## src/rtl/uart_cmd_pkg.sv

```systemverilog
// Shared definitions for the UART command parser: FSM states, command and
// error encodings, default sync byte, frame payload struct and checksum helper.
package uart_cmd_pkg;

    localparam int unsigned BYTE_W = 8;
    localparam int unsigned TMR_W  = 16;

    typedef enum logic [2:0] {
        S_IDLE = 3'd0,
        S_CMD  = 3'd1,
        S_ADDR = 3'd2,
        S_DATA = 3'd3,
        S_CHK  = 3'd4
    } state_e;

    localparam logic [BYTE_W-1:0] CMD_WRITE    = 8'h01;
    localparam logic [BYTE_W-1:0] CMD_READ     = 8'h02;
    localparam logic [BYTE_W-1:0] SYNC_DEFAULT = 8'hA5;

    localparam logic [1:0] ERR_NONE = 2'b00;
    localparam logic [1:0] ERR_CHK  = 2'b01;
    localparam logic [1:0] ERR_CMD  = 2'b10;
    localparam logic [1:0] ERR_TMO  = 2'b11;

    // Frame body latched between SYNC and CHK.
    typedef struct packed {
        logic [BYTE_W-1:0] cmd;
        logic [BYTE_W-1:0] addr;
        logic [BYTE_W-1:0] data;
    } frame_t;

    // Expected checksum byte: plain XOR of the three body bytes.
    function automatic logic [BYTE_W-1:0] frame_chk(input frame_t f);
        return f.cmd ^ f.addr ^ f.data;
    endfunction

endpackage

```

## src/rtl/uart_cmd_parser_if.sv

```systemverilog
// Byte stream in from the UART receiver and register-bank requests out.
//   master: receiver/host side (drives i_Rx_*, observes the rest)
//   slave : parser side (consumes i_Rx_*, drives requests and status)
interface uart_cmd_parser_if;
    logic       i_Rx_DV;
    logic [7:0] i_Rx_Byte;
    logic       o_Wr_En;
    logic       o_Rd_En;
    logic [7:0] o_Addr;
    logic [7:0] o_Wr_Data;
    logic       o_Frame_Err;
    logic [1:0] o_Err_Code;
    logic       o_Busy;

    modport master (
        output i_Rx_DV, i_Rx_Byte,
        input  o_Wr_En, o_Rd_En, o_Addr, o_Wr_Data, o_Frame_Err, o_Err_Code, o_Busy
    );

    modport slave (
        input  i_Rx_DV, i_Rx_Byte,
        output o_Wr_En, o_Rd_En, o_Addr, o_Wr_Data, o_Frame_Err, o_Err_Code, o_Busy
    );
endinterface

```

## src/rtl/uart_frame_timer.sv

```systemverilog
// Inter-byte watchdog: 16-bit counter with synchronous clear and enable.
//   i_Clear     : zero the count (takes priority, also masks expiry)
//   i_Enable    : count while a frame is open
//   o_Expired_c : combinational, high while enabled at TIMEOUT_CLKS-1
module uart_frame_timer
    import uart_cmd_pkg::*;
#(
    parameter int unsigned TIMEOUT_CLKS = 43400
) (
    input  logic i_Clock,
    input  logic i_Reset,
    input  logic i_Clear,
    input  logic i_Enable,
    output logic o_Expired_c
);

    localparam logic [TMR_W-1:0] TERM = TMR_W'(TIMEOUT_CLKS - 1);

    logic [TMR_W-1:0] cnt_q, cnt_d;

    // Next count: clear wins, then increment, holding at the terminal value.
    always_comb begin
        cnt_d = cnt_q;
        if (i_Clear) begin
            cnt_d = '0;
        end else if (i_Enable && (cnt_q != TERM)) begin
            cnt_d = cnt_q + TMR_W'(1);
        end
    end

    always_ff @(posedge i_Clock or negedge i_Reset) begin
        if (!i_Reset) begin
            cnt_q <= '0;
        end else begin
            cnt_q <= cnt_d;
        end
    end

    // A byte arriving on the expiry cycle clears the timer, so it beats the timeout.
    assign o_Expired_c = i_Enable && !i_Clear && (cnt_q == TERM);

endmodule

```

## src/rtl/uart_cmd_parser.sv

```systemverilog
// Fixed 5-byte frame parser (SYNC, CMD, ADDR, DATA, CHK) feeding the register bank.
//   i_Clock, i_Reset : clock, async active-low reset
//   bus (slave)      : byte strobe in; write/read pulses, address, write data,
//                      error pulse/code and busy flag out (all registered)
module uart_cmd_parser
    import uart_cmd_pkg::*;
#(
    parameter logic [7:0]  SYNC_BYTE    = SYNC_DEFAULT,
    parameter int unsigned TIMEOUT_CLKS = 43400
) (
    input  logic              i_Clock,
    input  logic              i_Reset,
    uart_cmd_parser_if.slave  bus
);

    state_e      state_q, state_d;
    frame_t      frame_q, frame_d;
    logic        wr_en_q, wr_en_d;
    logic        rd_en_q, rd_en_d;
    logic        frame_err_q, frame_err_d;
    logic        busy_q, busy_d;
    logic [7:0]  addr_q, addr_d;
    logic [7:0]  wr_data_q, wr_data_d;
    logic [1:0]  err_code_q, err_code_d;
    logic        tmo_c;
    logic        tmr_clear_c;
    logic        tmr_enable_c;

    assign tmr_enable_c = (state_q != S_IDLE);
    assign tmr_clear_c  = bus.i_Rx_DV || (state_q == S_IDLE);

    uart_frame_timer #(
        .TIMEOUT_CLKS (TIMEOUT_CLKS)
    ) u_timer (
        .i_Clock     (i_Clock),
        .i_Reset     (i_Reset),
        .i_Clear     (tmr_clear_c),
        .i_Enable    (tmr_enable_c),
        .o_Expired_c (tmo_c)
    );

    // Frame FSM: next state, byte latches and request/error outputs.
    always_comb begin
        state_d     = state_q;
        frame_d     = frame_q;
        wr_en_d     = 1'b0;
        rd_en_d     = 1'b0;
        frame_err_d = 1'b0;
        addr_d      = addr_q;
        wr_data_d   = wr_data_q;
        err_code_d  = err_code_q;

        unique case (state_q)
            S_IDLE: begin
                if (bus.i_Rx_DV && (bus.i_Rx_Byte == SYNC_BYTE)) begin
                    state_d = S_CMD;
                end
            end
            S_CMD: begin
                if (bus.i_Rx_DV) begin
                    frame_d.cmd = bus.i_Rx_Byte;
                    state_d     = S_ADDR;
                end
            end
            S_ADDR: begin
                if (bus.i_Rx_DV) begin
                    frame_d.addr = bus.i_Rx_Byte;
                    state_d      = S_DATA;
                end
            end
            S_DATA: begin
                if (bus.i_Rx_DV) begin
                    frame_d.data = bus.i_Rx_Byte;
                    state_d      = S_CHK;
                end
            end
            S_CHK: begin
                // Checksum is judged before the command so length stays fixed.
                if (bus.i_Rx_DV) begin
                    state_d = S_IDLE;
                    if (bus.i_Rx_Byte != frame_chk(frame_q)) begin
                        frame_err_d = 1'b1;
                        err_code_d  = ERR_CHK;
                    end else if (frame_q.cmd == CMD_WRITE) begin
                        wr_en_d   = 1'b1;
                        addr_d    = frame_q.addr;
                        wr_data_d = frame_q.data;
                    end else if (frame_q.cmd == CMD_READ) begin
                        rd_en_d = 1'b1;
                        addr_d  = frame_q.addr;
                    end else begin
                        frame_err_d = 1'b1;
                        err_code_d  = ERR_CMD;
                    end
                end
            end
            default: state_d = S_IDLE;
        endcase

        // Expiry is only possible on a cycle without a byte, so no overlap above.
        if (tmo_c) begin
            state_d     = S_IDLE;
            frame_err_d = 1'b1;
            err_code_d  = ERR_TMO;
        end

        busy_d = (state_d != S_IDLE);
    end

    always_ff @(posedge i_Clock or negedge i_Reset) begin
        if (!i_Reset) begin
            state_q     <= S_IDLE;
            frame_q     <= '0;
            wr_en_q     <= 1'b0;
            rd_en_q     <= 1'b0;
            frame_err_q <= 1'b0;
            busy_q      <= 1'b0;
            addr_q      <= '0;
            wr_data_q   <= '0;
            err_code_q  <= ERR_NONE;
        end else begin
            state_q     <= state_d;
            frame_q     <= frame_d;
            wr_en_q     <= wr_en_d;
            rd_en_q     <= rd_en_d;
            frame_err_q <= frame_err_d;
            busy_q      <= busy_d;
            addr_q      <= addr_d;
            wr_data_q   <= wr_data_d;
            err_code_q  <= err_code_d;
        end
    end

    assign bus.o_Wr_En     = wr_en_q;
    assign bus.o_Rd_En     = rd_en_q;
    assign bus.o_Frame_Err = frame_err_q;
    assign bus.o_Busy      = busy_q;
    assign bus.o_Addr      = addr_q;
    assign bus.o_Wr_Data   = wr_data_q;
    assign bus.o_Err_Code  = err_code_q;

endmodule

```

## src/flat_wrapper.sv

```systemverilog
// flat-port wrapper written by rule: the top's interface ports become plain ports
module uart_cmd_parser_flat import uart_cmd_pkg::*;
#(
    parameter logic [7:0]  SYNC_BYTE    = SYNC_DEFAULT,
    parameter int unsigned TIMEOUT_CLKS = 43400
)
  (i_Clock, i_Reset, bus_i_Rx_DV, bus_i_Rx_Byte, bus_o_Wr_En, bus_o_Rd_En, bus_o_Addr, bus_o_Wr_Data, bus_o_Frame_Err, bus_o_Err_Code, bus_o_Busy);
  uart_cmd_parser_if bus_i ();
  input  logic i_Clock;
  input  logic i_Reset;
  input wire logic [$bits(bus_i.i_Rx_DV)-1:0] bus_i_Rx_DV;
  input wire logic [$bits(bus_i.i_Rx_Byte)-1:0] bus_i_Rx_Byte;
  output wire logic [$bits(bus_i.o_Wr_En)-1:0] bus_o_Wr_En;
  output wire logic [$bits(bus_i.o_Rd_En)-1:0] bus_o_Rd_En;
  output wire logic [$bits(bus_i.o_Addr)-1:0] bus_o_Addr;
  output wire logic [$bits(bus_i.o_Wr_Data)-1:0] bus_o_Wr_Data;
  output wire logic [$bits(bus_i.o_Frame_Err)-1:0] bus_o_Frame_Err;
  output wire logic [$bits(bus_i.o_Err_Code)-1:0] bus_o_Err_Code;
  output wire logic [$bits(bus_i.o_Busy)-1:0] bus_o_Busy;
  assign bus_i.i_Rx_DV = bus_i_Rx_DV;
  assign bus_i.i_Rx_Byte = bus_i_Rx_Byte;
  assign bus_o_Wr_En = bus_i.o_Wr_En;
  assign bus_o_Rd_En = bus_i.o_Rd_En;
  assign bus_o_Addr = bus_i.o_Addr;
  assign bus_o_Wr_Data = bus_i.o_Wr_Data;
  assign bus_o_Frame_Err = bus_i.o_Frame_Err;
  assign bus_o_Err_Code = bus_i.o_Err_Code;
  assign bus_o_Busy = bus_i.o_Busy;
  uart_cmd_parser #(.SYNC_BYTE(SYNC_BYTE), .TIMEOUT_CLKS(TIMEOUT_CLKS)) u_core (.i_Clock(i_Clock), .i_Reset(i_Reset), .bus(bus_i));
endmodule
```

## config.mk

```make
export PLATFORM = sky130hd
export DESIGN_NAME = uart_cmd_parser_flat
export DESIGN_NICKNAME = d
export VERILOG_FILES = /design/src/rtl/uart_cmd_pkg.sv /design/src/rtl/uart_cmd_parser_if.sv /design/src/rtl/uart_frame_timer.sv /design/src/rtl/uart_cmd_parser.sv /design/src/flat_wrapper.sv
export SDC_FILE = /design/constraint.sdc
export NUM_CORES = 1
export LEC_CHECK = 0
export CORE_ASPECT_RATIO = 0.8
export CORE_MARGIN = 3
export CORE_UTILIZATION = 50
export CTS_BUF_LIST = sky130_fd_sc_hd__clkbuf_8 sky130_fd_sc_hd__clkbuf_16
export CTS_CLUSTER_SIZE = 20
export DETAILED_ROUTE_END_ITERATION = 16
export PLACE_DENSITY = 0.7
export SYNTH_ARGS = -nofsm -noshare
export SYNTH_HDL_FRONTEND = slang
export SYNTH_SLANG_ARGS = --single-unit
```

## constraint.sdc

```tcl
create_clock -name i_Clock -period 2.35 [get_ports i_Clock]
set_clock_uncertainty 0.05 [all_clocks]
set_input_delay 0.5875 -clock i_Clock [delete_from_list [all_inputs] [get_ports i_Clock]]
set_output_delay 0.5875 -clock i_Clock [all_outputs]
set_load 0.05 [all_outputs]
```

; ---- Yosys cells after proc, flatten, opt, wreduce, memory -nomap -nowiden
; Cells that the tools add are included.
[totals]
word_cells = 79
regBits = 65
[op_classes]
reduce_logical = 19
muxes = 32
addsub = 1
n_eq_ne = 12
bitwise_logic = 3
[ops]
columns = operator, n
row1 = $mux W16, 2
row2 = $mux W3, 6
row3 = $add A16 B1 Y16 const B, 1
row4 = $eq A16 B16 Y1 const B, 1
row5 = $mux W8, 2
row6 = $ne A16 B16 Y1 const B, 1
row7 = $xor A8 B8 Y8, 2
row8 = $mux W1, 15
row9 = $pmux W3 S5, 1
row10 = $mux W2, 6
row11 = $reduce_and A4 Y1, 3
row12 = $eq A8 B1 Y1 const B, 1
row13 = $eq A8 B2 Y1 const B, 1
row14 = $eq A8 B8 Y1 const B, 1
row15 = $ne A8 B8 Y1, 1
row16 = $reduce_bool A2 Y1, 4
row17 = $eq A3 B2 Y1 const B, 2
row18 = $ne A3 B1 Y1 const B, 2
row19 = $reduce_and A2 Y1, 3
row20 = $reduce_bool A3 Y1, 2
row21 = $logic_and A1 B1 Y1, 4
row22 = $eq A3 B1 Y1 const B, 1
row23 = $eq A3 B3 Y1 const B, 1
row24 = $logic_not A3 Y1, 1
row25 = 3 further kinds, 3

; ---- Depth between registers and ports, before layout
[logic_depth]
depth_word = 7
mapped_depth = 7
ltp_nobuf = 6

; ---- By module
; A second synthesis with hierarchy kept.
[unflattened]
hier_cells = 249
area_unflattened_um2 = 3088.0
[modules_own_cells]
columns = mod, n_inst, area_per_inst_um2, cells_each
row1 = uart_cmd_parser, 1, 2218.4, 159
row2 = uart_frame_timer, 1, 869.6, 90

; ---- Least setup slack after synthesis
; No wires, ideal clock.
[synth_path]
path_kind = input to register
start = input bus_i_Rx_Byte[3]
end = register u_core.wr_data_q[0], in the netlist u_core.bus.o_Wr_Data[0]
arrival_time_ps = 2001
n_path_buf = 0
setup_ps = 125
stages = 5
slack_ps = 174
path_cell_list = xnor2_1 xnor2_1 nand4_2 nor4_4 mux2_2
[synth_via]
elab_chain_cells = 3
[synth_lines]
columns = item, line
row1 = "start, declared", flat_wrapper.sv:12  ; input wire logic [$bits(bus_i.i_Rx_Byte)-1:0] bus_i_Rx_Byte;
row2 = $ne A8 B8 Y1, uart_cmd_parser.sv:81  ; if (bus.i_Rx_Byte != frame_chk(frame_q)) begin
row3 = $not A1 Y1 (no line), n/a
row4 = $reduce_and A4 Y1 (no line), n/a
row5 = "end signal, assigned", uart_cmd_parser.sv:129  ; wr_data_q <= wr_data_d;
row6 = "end, declared", uart_cmd_parser.sv:23  ; logic [7:0] wr_data_q, wr_data_d;
; Every way passes these cells.
; A chain may end at the register's enable or synchronous reset.

; ---- Worst setup path after layout
[layout_path]
start = input bus_i_Rx_Byte[1]
end = register u_core.addr_q[1], in the netlist u_core.bus.o_Addr[1]
[layout_via]
elab_chain_cells = 3
[layout_lines]
columns = item, line
row1 = $ne A8 B8 Y1, uart_cmd_parser.sv:81
row2 = $not A1 Y1 (no line), n/a
row3 = $reduce_and A4 Y1 (no line), n/a
row4 = "end signal, assigned", uart_cmd_parser.sv:128  ; addr_q <= addr_d;
row5 = "end, declared", uart_cmd_parser.sv:22  ; logic [7:0] addr_q, addr_d;
; Every way passes these cells.

==> results.cfg <==
[logic_synthesis]
syn-cell-area_mm2 = 0.00301
yosys-mux-area-fraction = 0.153
synth-seq-cells = 65
dominant_combinational_cell_family_by_area_after_synthesis = simple AND/OR/NAND/NOR gates
synthesis.yosys.warnings = 0
synthesis.nets = 256
syn_area_per_cell_um2 = 12.3
synth.yosys.seq_area_share = 0.540
synth-adder-area-share = 0.00416
yosys.area_share.simple = 0.156
post_synthesis_cells = 244
compound_cell_area_share_of_the_yosys_netlist = 0.0349
xor_xnor_fraction_of_synth_area = 0.102
synth.lib_cells_used.distinct = 32

[clock_tree]
cts.hold.buffers_added = 0
cts.repair_timing.setup_buffer_count = 0
worst_skew_pair.late_latency_ns = 0.34
cts_tree = built
clk_root_buffer_cell = clkbuf_8
cts.repair.resized = 0
clock-sinks = 65
cts_htree_levels = 3
ctsLongestPathBuffers = 2
path_clk_slew_ns = 0.07
cts_buffers = 9

[worst_setup_path]
setup.worst_path.start = bus_i_Rx_Byte[1]
reg_to_reg_slack_setup_ns = 0.19
worst-r2r-cell-count = 6
rr_startpoint = u_core.u_timer.cnt_q[3]
cp_endpoint = u_core.bus.o_Addr[1]
r2r_end = u_core.state_q[1]
critPathCaptureType = flop
cp_max_fo = 4
setup.worst_path.start_class = input pin
setup.worst_path.class = in2reg
crit_arrival_ns = 2.42
worstPathRequired_ns = 2.53

[detailed_routing]
detail_route.vias_per_cell = 5.16
vias = 2001
firstDrtPassIters = 4
remaining_design_rule_violation_count = 0
wl_per_cell_um = 15.5
drt-total-wl_mm = 6.00
antenna_violating_nets_post_route = 0
dr.first_iter.drc_count = 172

[sta]
drv_slew = 0
worst_pin_slew_ns = 0.506
fin_setup_tns_ns = 0
period_minus_slack_ns = 2.24
setup_viol = 0
achievable-frequency_mhz = 447
setup_ws_ns = 0.111
hold_viol_final = 0
final.period_utilization = 0.953
grt_setup_unrepaired = false
slew_headroom = 0.662

[power_and_ir_drop]
intPower_mw = 2.64
power_density_mw_per_mm2 = 995
pwr-share-comb = 0.293
leakage_nw = 1.75
p_seq_frac = 0.408
portion_of_total_power_attributed_to_the_clock_network = 0.299
power_switching_share = 0.313
total_power_mw = 3.84
switchingPower_mw = 1.20
vdd.ir_drop.worst_mv = 0.635

[grt]
grt_first_pass_wirelength_mm = 9.91
largest_net_degree_at_the_start_of_global_routing = 66
globalRoute.totalOverflow = 0
groute.usage.overall = 0.189
number_of_antenna_violations_at_the_first_check_in_global_routing = 0
first_global_vias = 1938

[final_layout]
finalCoreUtilization = 0.684
layout.cells.most_common = dfrtp_1
multi_input_comb_area_mm2 = 0.00137
nNetsFinal = 317
filler_cell_count = 443
area_growth_syn_to_layout_pct = 28.3
share_of_layout_cells_above_drive_strength_1 = 0.297
ff_latch_area_mm2 = 0.00163
antenna_cells_inserted = 0
layout.cells.most_common_list = dfrtp_1, mux2_2, clkdlybuf4s50_1

[outcome]
outcome = completed

[floorplanning]
chipHeight_um = 75.4
fp.dieArea_mm2 = 0.00699
die_width_um = 92.8
start_util = 0.533
design.core.area_mm2 = 0.00565
fp-row-count = 24
number_of_top_level_design_ports = 33

[place]
post-place-ws_ns = -0.353
io_buffer_count = 32
dpl.hpwl_mm = 4.29
gp_congestion = 0.774

[flow_run]
max_cap_violations = 0

[min_path]
hp-class = in2async
power groups by stage:
stage	sequential (mW)	combinational [mW]	clock [mW]
floorplan	1.59	0.791	0
detailed placement	1.58	1.12	0
global placement	1.58	1.10	0
CTS	1.56	1.13	1.18
finish	1.57	1.13	1.15
global route	1.60	1.22	1.23
how the worst min path moves through the flow:
stage | slack (ns) | endpoint | cells after the start | from
after detailed placement | 0.45 | u_core.bus.o_Addr[5] | 1 | u_core.bus.o_Addr[5]
after global routing | 0.22 | u_core.bus.o_Addr[2] | 2 | i_Reset
after CTS | 0.22 | u_core.bus.o_Wr_Data[5] | 2 | i_Reset
after global placement | 0.44 | u_core.bus.o_Addr[1] | 1 | u_core.bus.o_Addr[1]
after floorplan | 0.24 | u_core.bus.o_Addr[0] | 0 | i_Reset
final | 0.20 | u_core.bus.o_Addr[2] | 2 | i_Reset
worst max-delay path: stages:
cell             delay, ns
clkdlybuf4s50_1       0.49
xor2_1                0.19
xnor2_1               0.16
nand4_2               0.20
nor4_4                0.25
buf_4                 0.20
mux2_2                0.34
layer usage:
metal,wire [um],global-route usage,up-vias
li1,-,-,982
met1,2950,0.267,966
met2,2590,0.279,44
met3,355,0.0622,9
met4,95,0.0634,0
met5,0,0,-
metrics by stage:
step,area (um^2),hold WS [ns],std cells
4_1_cts,3830,0.219,388
6_report,3860,0.196,388
3_3_place_gp,3590,0.439,372
2_1_floorplan,3010,0.242,244
5_1_grt,3860,0.225,388
3_5_place_dp,3590,0.445,372
synthesized netlist by cell type:
cell type  number  area [um^2]
dfrtp_1        65         1630
mux2_2         40          450
nor2_1         24         90.1
xnor2_1        24          210
nand2_1        11         41.3
xor2_1         11         96.3
a21oi_1         9         45.0
nand3_1         7         35.0
o21ai_0         7         35.0
clkbuf_1        5         18.8
and3_1          3         18.8
nand2b_1        3         18.8
nand4_1         3         18.8
nor3_1          3         15.0
nor4_4          3         63.8
or3_1           3         18.8
inv_1           2         7.51
nand3b_1        2         15.0
nand4_2         2         25.0
nand4b_1        2         17.5
nor4_1          2         12.5
nor4b_2         2         30.0
or4b_2          2         20.0
a221o_1         1         10.0
and4bb_2        1         12.5
clkinv_1        1         3.75
ha_1            1         12.5
mux2i_1         1         10.0
nor4bb_1        1         10.0
o21a_1          1         7.51
o31ai_1         1         7.51
or2_2           1         6.26
layout make-up:
| type | count | area share |
|---|---|---|
| Sequential cell | 65 | 0.421 |
| Multi-Input combinational cell | 171 | 0.354 |
| Timing Repair Buffer | 55 | 0.133 |
| Clock buffer | 10 | 0.0356 |
| Clock inverter | 6 | 0.0275 |
| Tap cell | 78 | 0.0253 |
| Inverter | 3 | 0.00292 |
sequential cells by signal, indices dropped and copies added, names as in the netlist:
| name | cells |
|---|---|
| u_core.frame_q | 24 |
| u_core.u_timer.cnt_q | 16 |
| u_core.bus.o_Addr | 8 |
| u_core.bus.o_Wr_Data | 8 |
| u_core.state_q | 3 |
| u_core.bus.o_Err_Code | 2 |
| u_core.bus.o_Busy | 1 |
| u_core.bus.o_Frame_Err | 1 |
| u_core.bus.o_Rd_En | 1 |
| u_core.bus.o_Wr_En | 1 |
cells by family after synthesis:
| group | Yosys count |
|---|---|
| DFF | 65 |
| buffers and inverters | 8 |
| AOI/OAI and AO/OA | 19 |
| xor gates and xnor gates | 35 |
| and+or+nand+nor | 75 |
| adders and majority gates | 1 |
| muxes | 41 |
Note: power is estimated with default switching activity, not from simulation.
